## src/rtl/stack_arb_pkg.sv

```systemverilog
// Shared types and defaults for the two-requester stack arbiter.
// Holds the FSM state encoding, the push/pop op encoding and the size defaults.
package stack_arb_pkg;

    localparam int DEPTH_DEF = 128;
    localparam int WIDTH_DEF = 32;

    typedef enum logic [1:0] {
        IDLE  = 2'd0,
        ISSUE = 2'd1,
        RESP  = 2'd2
    } state_t;

    typedef enum logic {
        POP  = 1'b0,
        PUSH = 1'b1
    } op_t;

endpackage

```

## src/rtl/rr_arbiter2.sv

```systemverilog
// Two-way round-robin grant; combinational grant, pointer advances when i_adv is high.
// No backpressure: the caller decides when a grant is taken via i_adv.
module rr_arbiter2 (
    input  logic       clk,
    input  logic       reset_n,
    input  logic [1:0] i_req,
    input  logic       i_adv,
    output logic [1:0] o_gnt
);

    // Set when requester 1 took the last grant; reset so requester 0 wins first.
    logic r_last;

    always_comb begin
        o_gnt = i_req;
        if (i_req == 2'b11) begin
            o_gnt = r_last ? 2'b01 : 2'b10;
        end
    end

    always_ff @(posedge clk) begin
        if (!reset_n) begin
            r_last <= 1'b1;
        end else if (i_adv) begin
            r_last <= o_gnt[1];
        end
    end

endmodule

```

## src/rtl/stack_arbiter.sv

```systemverilog
// Arbitrates two push/pop requesters onto one Stack; grant to ack is 2 cycles (3 per op).
// stall freezes the FSM and masks strobes/acks; flush drops the in-flight op without ack.
module stack_arbiter
    import stack_arb_pkg::*;
#(
    parameter int DEPTH = DEPTH_DEF,
    parameter int WIDTH = WIDTH_DEF
) (
    input  logic                       clk,
    input  logic                       reset_n,
    input  logic                       req0_valid,
    input  logic                       req1_valid,
    input  logic                       req0_push,
    input  logic                       req1_push,
    input  logic [WIDTH-1:0]           req0_d,
    input  logic [WIDTH-1:0]           req1_d,
    output logic                       req0_ack,
    output logic                       req1_ack,
    output logic [WIDTH-1:0]           req_q,
    output logic                       req_err,
    input  logic                       stall,
    input  logic                       flush,
    input  logic                       err_clr,
    output logic [WIDTH-1:0]           stack_d,
    output logic                       stack_push,
    output logic                       stack_pop,
    output logic                       stack_hold,
    output logic                       stack_reset,
    input  logic [WIDTH-1:0]           stack_q,
    output logic [$clog2(DEPTH+1)-1:0] count,
    output logic                       full,
    output logic                       empty,
    output logic                       overflow,
    output logic                       underflow
);

    localparam int CW = $clog2(DEPTH+1);

    state_t           r_state;
    state_t           w_state_nxt;
    logic [CW-1:0]    r_count;
    op_t              r_op;
    logic [WIDTH-1:0] r_d;
    logic             r_gnt1;
    logic             r_push;
    logic             r_pop;
    logic             r_refused;
    logic             r_ack0;
    logic             r_ack1;
    logic             r_overflow;
    logic             r_underflow;
    logic             r_stack_reset;

    logic [1:0]       w_gnt;
    logic             w_adv;
    op_t              w_op;
    logic [WIDTH-1:0] w_d;
    logic             w_full;
    logic             w_empty;
    logic             w_issue_go;
    logic             w_ack_any;

    rr_arbiter2 u_rr (
        .clk     (clk),
        .reset_n (reset_n),
        .i_req   ({req1_valid, req0_valid}),
        .i_adv   (w_adv),
        .o_gnt   (w_gnt)
    );

    assign w_op       = op_t'(w_gnt[1] ? req1_push : req0_push);
    assign w_d        = w_gnt[1] ? req1_d : req0_d;
    assign w_full     = (r_count == CW'(DEPTH));
    assign w_empty    = (r_count == '0);
    assign w_issue_go = (r_state == ISSUE) && !stall && !flush;

    always_comb begin
        w_state_nxt = r_state;
        w_adv       = 1'b0;
        if (flush) begin
            w_state_nxt = IDLE;
        end else if (!stall) begin
            case (r_state)
                IDLE: begin
                    if (|w_gnt) begin
                        w_state_nxt = ISSUE;
                        w_adv       = 1'b1;
                    end
                end
                ISSUE:   w_state_nxt = RESP;
                RESP:    w_state_nxt = IDLE;
                default: w_state_nxt = IDLE;
            endcase
        end
    end

    always_ff @(posedge clk) begin
        if (!reset_n) begin
            r_state       <= IDLE;
            r_count       <= '0;
            r_op          <= POP;
            r_d           <= '0;
            r_gnt1        <= 1'b0;
            r_push        <= 1'b0;
            r_pop         <= 1'b0;
            r_refused     <= 1'b0;
            r_ack0        <= 1'b0;
            r_ack1        <= 1'b0;
            r_overflow    <= 1'b0;
            r_underflow   <= 1'b0;
            r_stack_reset <= 1'b1;
        end else begin
            r_state       <= w_state_nxt;
            r_stack_reset <= flush;
            // Legality is decided at grant: count cannot move again before ISSUE.
            if (w_adv) begin
                r_gnt1    <= w_gnt[1];
                r_op      <= w_op;
                r_d       <= w_d;
                r_push    <= (w_op == PUSH) && !w_full;
                r_pop     <= (w_op == POP) && !w_empty;
                r_refused <= (w_op == PUSH) ? w_full : w_empty;
            end
            if (flush) begin
                r_count <= '0;
                r_push  <= 1'b0;
                r_pop   <= 1'b0;
                r_ack0  <= 1'b0;
                r_ack1  <= 1'b0;
            end else if (w_issue_go) begin
                if (r_push) begin
                    r_count <= r_count + CW'(1);
                end else if (r_pop) begin
                    r_count <= r_count - CW'(1);
                end
                r_push <= 1'b0;
                r_pop  <= 1'b0;
                r_ack0 <= !r_gnt1;
                r_ack1 <= r_gnt1;
            end else if ((r_state == RESP) && !stall) begin
                r_ack0 <= 1'b0;
                r_ack1 <= 1'b0;
            end
            if (w_issue_go && r_refused && (r_op == PUSH)) begin
                r_overflow <= 1'b1;
            end else if (err_clr) begin
                r_overflow <= 1'b0;
            end
            if (w_issue_go && r_refused && (r_op == POP)) begin
                r_underflow <= 1'b1;
            end else if (err_clr) begin
                r_underflow <= 1'b0;
            end
        end
    end

    // Registered strobes and acks are masked in the cycle a stall or flush arrives.
    assign req0_ack    = r_ack0 && !stall && !flush;
    assign req1_ack    = r_ack1 && !stall && !flush;
    assign w_ack_any   = req0_ack || req1_ack;
    assign req_err     = w_ack_any && r_refused;
    assign req_q       = (w_ack_any && (r_op == POP) && !r_refused) ? stack_q : '0;
    assign stack_d     = r_d;
    assign stack_push  = r_push && !stall && !flush;
    assign stack_pop   = r_pop && !stall && !flush;
    assign stack_hold  = stall;
    assign stack_reset = r_stack_reset;
    assign count       = r_count;
    assign full        = w_full;
    assign empty       = w_empty;
    assign overflow    = r_overflow;
    assign underflow   = r_underflow;

endmodule

```

## config.mk

```make
export PLATFORM = sky130hd
export DESIGN_NAME = stack_arbiter
export DESIGN_NICKNAME = d
export VERILOG_FILES = /design/src/rtl/stack_arb_pkg.sv /design/src/rtl/rr_arbiter2.sv /design/src/rtl/stack_arbiter.sv
export SDC_FILE = /design/constraint.sdc
export NUM_CORES = 1
export LEC_CHECK = 0
export ABC_AREA = 1
export BUFFER_PORTS_ARGS = -buffer_cell sky130_fd_sc_hd__buf_2
export CORE_UTILIZATION = 40
export CTS_CLUSTER_SIZE = 20
export DETAILED_ROUTE_END_ITERATION = 10
export PLACE_DENSITY = 0.8
export SLEW_MARGIN = 20
export SYNTH_ARGS = -nofsm -noshare
export SYNTH_HDL_FRONTEND = slang
export SYNTH_HIERARCHICAL = 1
export SYNTH_SLANG_ARGS = --single-unit
```

## constraint.sdc

```tcl
create_clock -name clk -period 3.15 [get_ports clk]
set_input_delay 0.315 -clock clk [delete_from_list [all_inputs] [get_ports clk]]
set_output_delay 0.315 -clock clk [all_outputs]
set_load 0.005 [all_outputs]
```

==> impl_metrics.csv, run 1 <==
group,metric,value,unit
status,status,"finished, final reports clean",
logic_synthesis,yosys-top-cells-area,"dfxtp_1, mux2i_1, a21oi_1",
logic_synthesis,synth_top_cell_area_share,0.365,
logic_synthesis,synth_top_area_cell,"dfxtp_1",
logic_synthesis,seq_area_frac_synth,0.365,
global_route,grt_pass1_wl,11900,microns
global_route,grt_util_all_layers,0.199,
logic_synthesis,ys_ff_latch,53,
critical_path,worstSetupPathType,"flop to flop",
sta,min_period,1920,ps
finish,fin_util,0.573,
clock_tree,clockBufferDepth,2,
clock_tree,numCtsBuffers,5,
clock_tree,cts_hold_buf,0,
global_route,grt_pass1_vias,2738,
logic_synthesis,synth_area,0.00291,sq mm
logic_synthesis,yosysMostFrequentCell,"inv_1",
sta,fin_crit_sh,0.610,
critical_path,rr_worst_depth,8,
critical_path,start_kind,"flop",
placement,hpwl,6410,microns
routing,vias_per_cell,4.69,
global_route,grt_overflow,0,
placement,dpl_cell_area,0.00387,sq mm
pwr,p_leak,2.24,nW
routing,wl_met3,490,microns
clock_tree,post_cts_buffers,0,
die,die-height,87.2,microns
logic_synthesis,ys.flop_type,"dfxtp_1",
finish,fillers,669,
critical_path,worstPathMaxFanout,43,
global_route,antenna_found_initial,0,
logic_synthesis,syn_inst,398,
sta,setup_viol,0,
routing,dr.pass1.iters,4,
critical_path,endpoint_kind,"flop",
critical_path,cp.required,3380,ps
finish,regArea,0.00106,sq mm
die,coreArea,0.00691,sq mm
sta,worst_slack,1230,ps
placement,dp.cells,664,
pwr,irDropWorstVdd,251,uV
logic_synthesis,synth_nets,510,
global_route,grt_max_degree,44,
clock_tree,clk_pin_slew_worst_paths,100,ps
sta,max_freq,521,MHz
logic_synthesis,synth_edf_count,0,
placement,port_buffers,187,
sta,worst_pin_slew,655,ps
die,placementRows,30,
finish,n_antenna_cell,0,
placement,place_ws,1130,ps
routing,route.layer.met1.wl,3330,microns
worst_hold_path,min_path_type,"input port to flop",
sta,final_hold_viol_count,0,
routing,highest_layer,"met4",
finish,layout-drive-gt1-share,0.366,
routing,drt_iter0_markers,135,
routing,remaining_drc_errors,0,
clock_tree,clock_latency,300,ps
clock_tree,postCtsResizedCells,0,
die,fp.dieW,87.2,microns
routing,post_drt_wl_per_cell,12.0,microns
die,io-pin-count,188,
finish,multi_input_area,0.00148,sq mm
finish,fin_nets,687,
sta,skew,3.07,ps
job,maxCapViolations,0,
routing,wl,8040,microns
finish,final_area,0.00396,sq mm
logic_synthesis,synth_commonest_cells,"inv_1, nor2_1, dfxtp_1",
logic_synthesis,async_flop_share,0,
routing,wl_met2,4140,microns
clock_tree,cts-root-buf,"clkbuf_8",
logic_synthesis,synth-warning-count,6,
sta,slew_headroom,0.562,
placement,gp_congestion,0.929,
finish,area_growth,36.3,%
logic_synthesis,syn_avg_cell_area,7.30,sq um
finish,layout.cells.non_filler,672,
die,start_util,0.421,
sta,rsz0062_at_grt,"false",
sta,slew_viol_final,0,
worst_hold_path,worstHoldPathCells,3,
logic_synthesis,ys_types,30,
pwr,powerDensity,342,mW/mm^2
routing,num_vias,3151,
sta,tns,0,ps
critical_path,crit_arrival,2150,ps
clock_tree,htreeDepth,2,
clock_tree,cts.sinks,53,
routing,ant_nets,0,
die,design.die.area,0.00761,sq mm
clock_tree,cts_tree,"built",
[worst paths after layout]
path,startpoint,to,slack (ps)
setup / recovery,u_rr/r_last$_SDFFE_PN1P_,stack_d[16]$_SDFFE_PN0P_,1230
hold / removal,req1_valid,u_rr/r_last$_SDFFE_PN1P_,260
setup reg to reg,u_rr/r_last$_SDFFE_PN1P_,stack_d[16]$_SDFFE_PN0P_,1230
hold reg to reg,r_ack0$_SDFFE_PP0P_,r_ack0$_SDFFE_PP0P_,470
[logic make-up (layout without fill, tap and decap cells)]
family	Yosys count	after routing	synth area share
XOR/XNOR	4	4	0.0121
flip-flops	53	53	0.365
AND/OR/NAND/NOR	123	123	0.186
adder cells (fa/ha/maj)	7	7	0.0327
multiplexers	32	32	0.110
AO/OA/AOI/OAI	97	97	0.169
buffers and inverters	82	260	0.124
[power by group]
part           switching [mW]  internal, mW
clock network           0.230         0.158
registers              0.0178         0.703
logic                   0.125         0.122
[final cells by class]
type | count | area share
Inverter | 62 | 0.0588
Tap cell | 96 | 0.0303
Clock inverter | 3 | 0.00569
Clock buffer | 5 | 0.0174
Sequential cell | 53 | 0.268
Timing Repair Buffer | 190 | 0.245
Multi-Input combinational cell | 263 | 0.375
[critical path, cell delays in order (launching register included)]
cell and delay [ps]:
dfxtp_1 360, inv_1 40, a21boi_1 120, or2_4 140
nand3_2 90, nor2_4 520, buf_12 280, o21ai_0 100
a21oi_1 170
[cells in the final DEF, fill, tap and decap left out, types with 3 or more instances in the layout]
cell and n:
ha_1 6, a21oi_1 51, nand3_1 13, clkbuf_8 5
dfxtp_1 53, inv_1 60, mux2i_1 32, buf_2 187
o21ai_0 18, xor2_1 3, nor2_1 56, o21ai_1 26
nand2_1 40
[flip-flops by register name, summed over array words and instances (netlist names)]
name,count
r_pop,1
r_gnt1,1
overflow,1
r_op,1
r_state,2
stack_reset,1
r_ack1,1
r_refused,1
r_ack0,1
count,8
underflow,1
r_push,1
u_rr/r_last,1
stack_d,32
[metal layers]
metal  track usage  up-vias
met1         0.225     1376
met3        0.0455        6
met2         0.374      130
li1              -     1639
met5             0        -
met4        0.0522        0
[stage by stage]
stage / hold WS, ps / power, mW
floorplan: 439 / 0.869
global placement: 446 / 0.974
detailed placement: 451 / 0.983
CTS: 255 / 1.37
global route: 268 / 1.43
finish: 265 / 1.35
Note: power is estimated with default switching activity, not from simulation.
==> run 2: changes to the inputs <==
CORE_UTILIZATION = 38   (was 40)
clock period = 1.7 ns   (was 3.15 ns; I/O delays follow)
==> run 2 against run 1 <==
Net effect:
- critical path depth shrank 2
- non-clock buffer count up 9
- via count is 3.8% higher
- register-to-register slack worse by 1100 ps
- largest power group unchanged
- total power is 84% higher
- count of clock-buffer cells in the layout increased by 1
- critical endpoint is now req_q[16]
==> impl_metrics.csv, run 2 (same netlist as run 1, synthesis figures left out) <==
group,metric,value,unit
status,status,"finished, final reports clean",
die,io-pin-count,188,
finish,n_antenna_cell,0,
pwr,netSwitchingPower,0.671,mW
critical_path,worstSetupPathType,"flop to output port",
pwr,p_int,1.83,mW
sta,max_freq,618,MHz
finish,layout_common_cells,"buf_2, inv_1, nor2_1",
critical_path,endpoint,"req_q[16]",
critical_path,crit_arrival,1450,ps
sta,setup_viol,0,
finish,fillers,674,
worst_hold_path,min_path_type,"input port to flop",
pwr,switching_share,0.269,
pwr,p_clk_frac,0.275,
critical_path,start_kind,"flop",
finish,multi_input_area,0.00152,sq mm
placement,dp.cells,671,
pwr,p_comb_frac,0.192,
clock_tree,cts-root-buf,"clkbuf_8",
placement,port_buffers,187,
global_route,grt_pass1_vias,2576,
routing,dr.pass1.iters,4,
global_route,grt_overflow,0,
die,coreArea,0.00733,sq mm
finish,area_growth,42.4,%
pwr,powerDensity,604,mW/mm^2
critical_path,worstPathMaxFanout,8,
die,die-height,89.4,microns
finish,largest_reg_flops,32,
pwr,irDropWorstVdd,301,uV
finish,final_common_cell,"buf_2",
sta,min_period,1620,ps
routing,num_vias,3270,
routing,wl,8430,microns
sta,final_hold_viol_count,0,
global_route,grt_max_degree,47,
sta,skew,7.38,ps
critical_path,r2r-start,"u_rr/r_last$_SDFFE_PN1P_",
die,design.die.area,0.00800,sq mm
clock_tree,cts_tree,"built",
clock_tree,clk_pin_slew_worst_paths,100,ps
sta,fin_crit_sh,0.952,
routing,post_drt_wl_per_cell,12.3,microns
critical_path,r2r_slack,90,ps
job,maxCapViolations,0,
die,fp.dieW,89.4,microns
sta,worst_slack,80.8,ps
placement,dpl_cell_area,0.00392,sq mm
finish,layout.cells.non_filler,684,
critical_path,cp.required,1530,ps
placement,hpwl,6380,microns
clock_tree,numCtsBuffers,5,
placement,gp_congestion,0.862,
global_route,grt_util_all_layers,0.179,
pwr,p_leak,2.32,nW
clock_tree,htreeDepth,2,
routing,ant_nets,0,
sta,slew_viol_final,0,
sta,tns,0,ps
routing,remaining_drc_errors,0,
finish,regArea,0.00106,sq mm
placement,place_ws,83.9,ps
finish,final_area,0.00414,sq mm
sta,slew_headroom,0.738,
sta,worst_pin_slew,393,ps
finish,fin_nets,696,
global_route,antenna_found_initial,0,
clock_tree,cts.sinks,53,
clock_tree,clock_latency,300,ps
pwr,seqPwrFrac,0.534,
clock_tree,clockBufferDepth,2,
finish,layout-drive-gt1-share,0.395,
die,start_util,0.396,
die,placementRows,31,
pwr,power,2.50,mW
critical_path,startpoint,"r_ack1$_SDFFE_PP0P_",
critical_path,r2r-end,"stack_d[21]$_SDFFE_PN0P_",
global_route,grt_pass1_wl,11100,microns
critical_path,endpoint_kind,"output port",
routing,vias_per_cell,4.78,
routing,drt_iter0_markers,54,
critical_path,rr_worst_depth,8,
worst_hold_path,hp-start,"req1_valid",
run 2: worst min-delay path by stage:
stage	endpoint	slack, ps	depth (start not counted)
after floorplan	u_rr/r_last$_SDFFE_PN1P_	300	3
after global placement	u_rr/r_last$_SDFFE_PN1P_	430	3
after detailed placement	u_rr/r_last$_SDFFE_PN1P_	440	3
after CTS	u_rr/r_last$_SDFFE_PN1P_	110	3
after global routing	stack_d[25]$_SDFFE_PN0P_	140	3
final	u_rr/r_last$_SDFFE_PN1P_	120	3
run 2: power by group through the flow:
stage               Combinational (mW)  Clock (mW)  Sequential (mW)
finish                           0.479       0.686             1.33
global route                     0.534       0.766             1.34
CTS                              0.474       0.716             1.33
detailed placement               0.472           0             1.36
global placement                 0.456           0             1.36
floorplan                        0.246           0             1.36
run 2: cell type report:
class,count,share of cell area
flip-flops and latches,53,0.257
inverters,62,0.0563
well taps,99,0.0299
clock buffers,6,0.0175
clock inverters,2,0.00242
repair buffers,199,0.268
multi-input cells,263,0.368
run 2: metrics by stage:
step,hold slack (ps),util
after floorplan,298,-
after global routing,140,0.564
after detailed placement,436,0.534
final,125,0.564
after global placement,429,0.534
after CTS,113,0.545
run 2: per-layer routing:
metal	wire length, microns	GRT usage	up-vias
met1	3370	0.192	1484
met4	108	0.0505	0
met5	0	0	-
li1	-	-	1663
met2	4500	0.346	115
met3	450	0.0406	8
run 2: critical path, cell delays in order, from the launching register on:
cell and delay (ps):
dfxtp_2 340, nand2_2 80, a21oi_4 180, nand3_4 150
clkbuf_16 200, nor2_1 90, buf_2 120
run 2: repair_timing:
item	in CTS	in global routing
buffers inserted	0	2
gates resized for setup	0	21
endpoints found under the setup margin	0	41
hold buffers	0	0
==> run 3: changes to the inputs <==
BUFFER_PORTS_ARGS = default   (was -buffer_cell sky130_fd_sc_hd__buf_2)
CORE_UTILIZATION = 40   (was 38)
CTS_CLUSTER_DIAMETER = 30   (was default)
DONT_BUFFER_PORTS = 1   (was default)
PLACE_DENSITY = 0.6   (was 0.8)
==> run 3 against run 2 <==
Net effect:
- count of clock-buffer cells in the layout shrank 1
- total power shrank 1.1%
- setup slack gained 56 ps
- global-route usage shrank 0.49 points
- largest power group unchanged
- via count shrank 22%
- clock skew grew 3.6 ps
- non-clock buffer count shrank 187
- critical path depth is the same
- combinational power shrank 40%
- routed wire length shrank 15%
- sequential share of layout area grew 8.1 points
- critical path type unchanged
- critical endpoint is now req_q[2]
==> impl_metrics.csv, run 3 (same netlist as run 1, synthesis figures left out) <==
group,metric,value,unit
status,status,"finished, final reports clean",
clock_tree,cts_tree,"built",
finish,layout_common_cells,"inv_1, nor2_1, dfxtp_1",
routing,num_vias,2542,
sta,fin_crit_sh,0.919,
die,placementRows,30,
finish,layout.cells.non_filler,493,
worst_hold_path,worstHoldPathCells,2,
global_route,grt_pass1_wl,10100,microns
die,io-pin-count,188,
sta,tns,0,ps
die,fp.dieW,87.2,microns
sta,worst_pin_slew,572,ps
die,design.die.area,0.00761,sq mm
die,coreArea,0.00691,sq mm
finish,final_area,0.00314,sq mm
critical_path,cp.required,1530,ps
sta,slew_headroom,0.617,
clock_tree,numCtsBuffers,5,
critical_path,timing.critical_path.buf_inv,2,
routing,vias_per_cell,5.16,
finish,regArea,0.00106,sq mm
placement,hpwl,5310,microns
finish,multi_input_area,0.00149,sq mm
critical_path,endpoint,"req_q[2]",
finish,layout-drive-gt1-share,0.0756,
critical_path,endpoint_kind,"output port",
finish,final_common_cell,"inv_1",
die,die-height,87.2,microns
global_route,antenna_found_initial,0,
placement,dp.cells,482,
placement,port_buffers,0,
global_route,grt_util_all_layers,0.174,
placement,gp_congestion,0.819,
clock_tree,htreeDepth,2,
finish,area_growth,7.92,%
sta,setup_viol,0,
routing,wl,7150,microns
clock_tree,clock_latency,300,ps
critical_path,start_kind,"flop",
critical_path,r2r-end,"count[7]$_SDFFE_PP0P_",
pwr,power,2.47,mW
job,maxCapViolations,0,
global_route,grt_overflow,0,
pwr,irDropWorstVdd,418,uV
routing,post_drt_wl_per_cell,14.5,microns
global_route,grt_pass1_vias,2109,
clock_tree,cts-root-buf,"clkbuf_8",
die,start_util,0.421,
sta,slew_viol_final,0,
sta,final_hold_viol_count,0,
routing,remaining_drc_errors,0,
sta,min_period,1560,ps
placement,dpl_cell_area,0.00298,sq mm
critical_path,cp.depth,6,
clock_tree,cts.sinks,53,
critical_path,r2r_slack,150,ps
pwr,p_leak,1.44,nW
finish,fin_util,0.454,
sta,max_freq,640,MHz
critical_path,crit_family,"flip-flops",
critical_path,startpoint,"r_ack0$_SDFFE_PP0P_",
finish,n_antenna_cell,0,
critical_path,r2r-start,"r_push$_SDFFE_PP0P_",
critical_path,rr_worst_depth,9,
worst_hold_path,min_path_type,"input port to flop",
global_route,grt_max_degree,41,
routing,drt_iter0_markers,71,
routing,ant_nets,0,
critical_path,cp_slowest_cell,"dfxtp_1",
finish,fin_nets,509,
clock_tree,clockBufferDepth,2,
sta,rsz0062_at_grt,"false",
finish,fillers,657,
critical_path,max_stage_delay,340,ps
routing,dr.pass1.iters,4,
clock_tree,clk_pin_slew_worst_paths,90,ps
critical_path,path_cells,"nand2_1 > a21oi_1 > nand3_1 > buf_6 > nor2_1 > buf_4",
finish,largest_reg_flops,32,
critical_path,worstPathMaxFanout,32,
critical_path,worstSetupPathType,"flop to output port",
pwr,powerDensity,788,mW/mm^2
sta,skew,10.9,ps
critical_path,crit_arrival,1390,ps
run 3: power breakdown:
part           total (mW)  internal (mW)  switching (mW)
Clock               0.831          0.429           0.403
Sequential           1.35           1.30          0.0483
Combinational       0.288          0.125           0.163
run 3: worst min path at each step:
stage,from,to,slack [ps]
floorplan,reset_n,u_rr/r_last$_SDFFE_PN1P_,300
global placement,reset_n,u_rr/r_last$_SDFFE_PN1P_,310
detailed placement,reset_n,stack_d[18]$_SDFFE_PN0P_,320
CTS,reset_n,stack_d[28]$_SDFFE_PN0P_,0.2
global route,reset_n,stack_d[1]$_SDFFE_PN0P_,4
finish,reset_n,stack_d[28]$_SDFFE_PN0P_,6
run 3: layout make-up:
| type | count | share of cell area |
|---|---|---|
| sequential | 53 | 0.338 |
| clock buffer | 5 | 0.0219 |
| inverter | 62 | 0.0742 |
| timing repair buffer | 12 | 0.0411 |
| clock inverter | 2 | 0.0112 |
| multi-input combinational | 263 | 0.475 |
| tap | 96 | 0.0383 |
run 3: repair_timing:
item / 4_1_cts / 5_1_grt
hold endpoints to repair: 16 / 1
endpoints found under the setup margin: 0 / 6
hold buffers: 3 / 1
setup buffers: 0 / 0
resized for setup: 0 / 4
run 3: layer usage:
layer  GRT usage  vias up  part of all wire
met1       0.202     1100              0.42
met2       0.317      147              0.49
met4      0.0447        0             0.011
met3      0.0445        7             0.082
met5           0        -                 0
li1            -     1288                 -
run 3: through the flow:
step	setup WS, ps	hold slack (ps)
global route	7.02	3.61
floorplan	128	298
CTS	47.7	0.226
finish	137	5.54
global placement	115	307
detailed placement	62.8	321
run 3: worst register-to-register path: cells and delay by family (launching register included):
family        cells  cell delay [ps]
fa+ha+maj         1              300
flops             1              350
buf+inv           2              120
simple gates      6              690
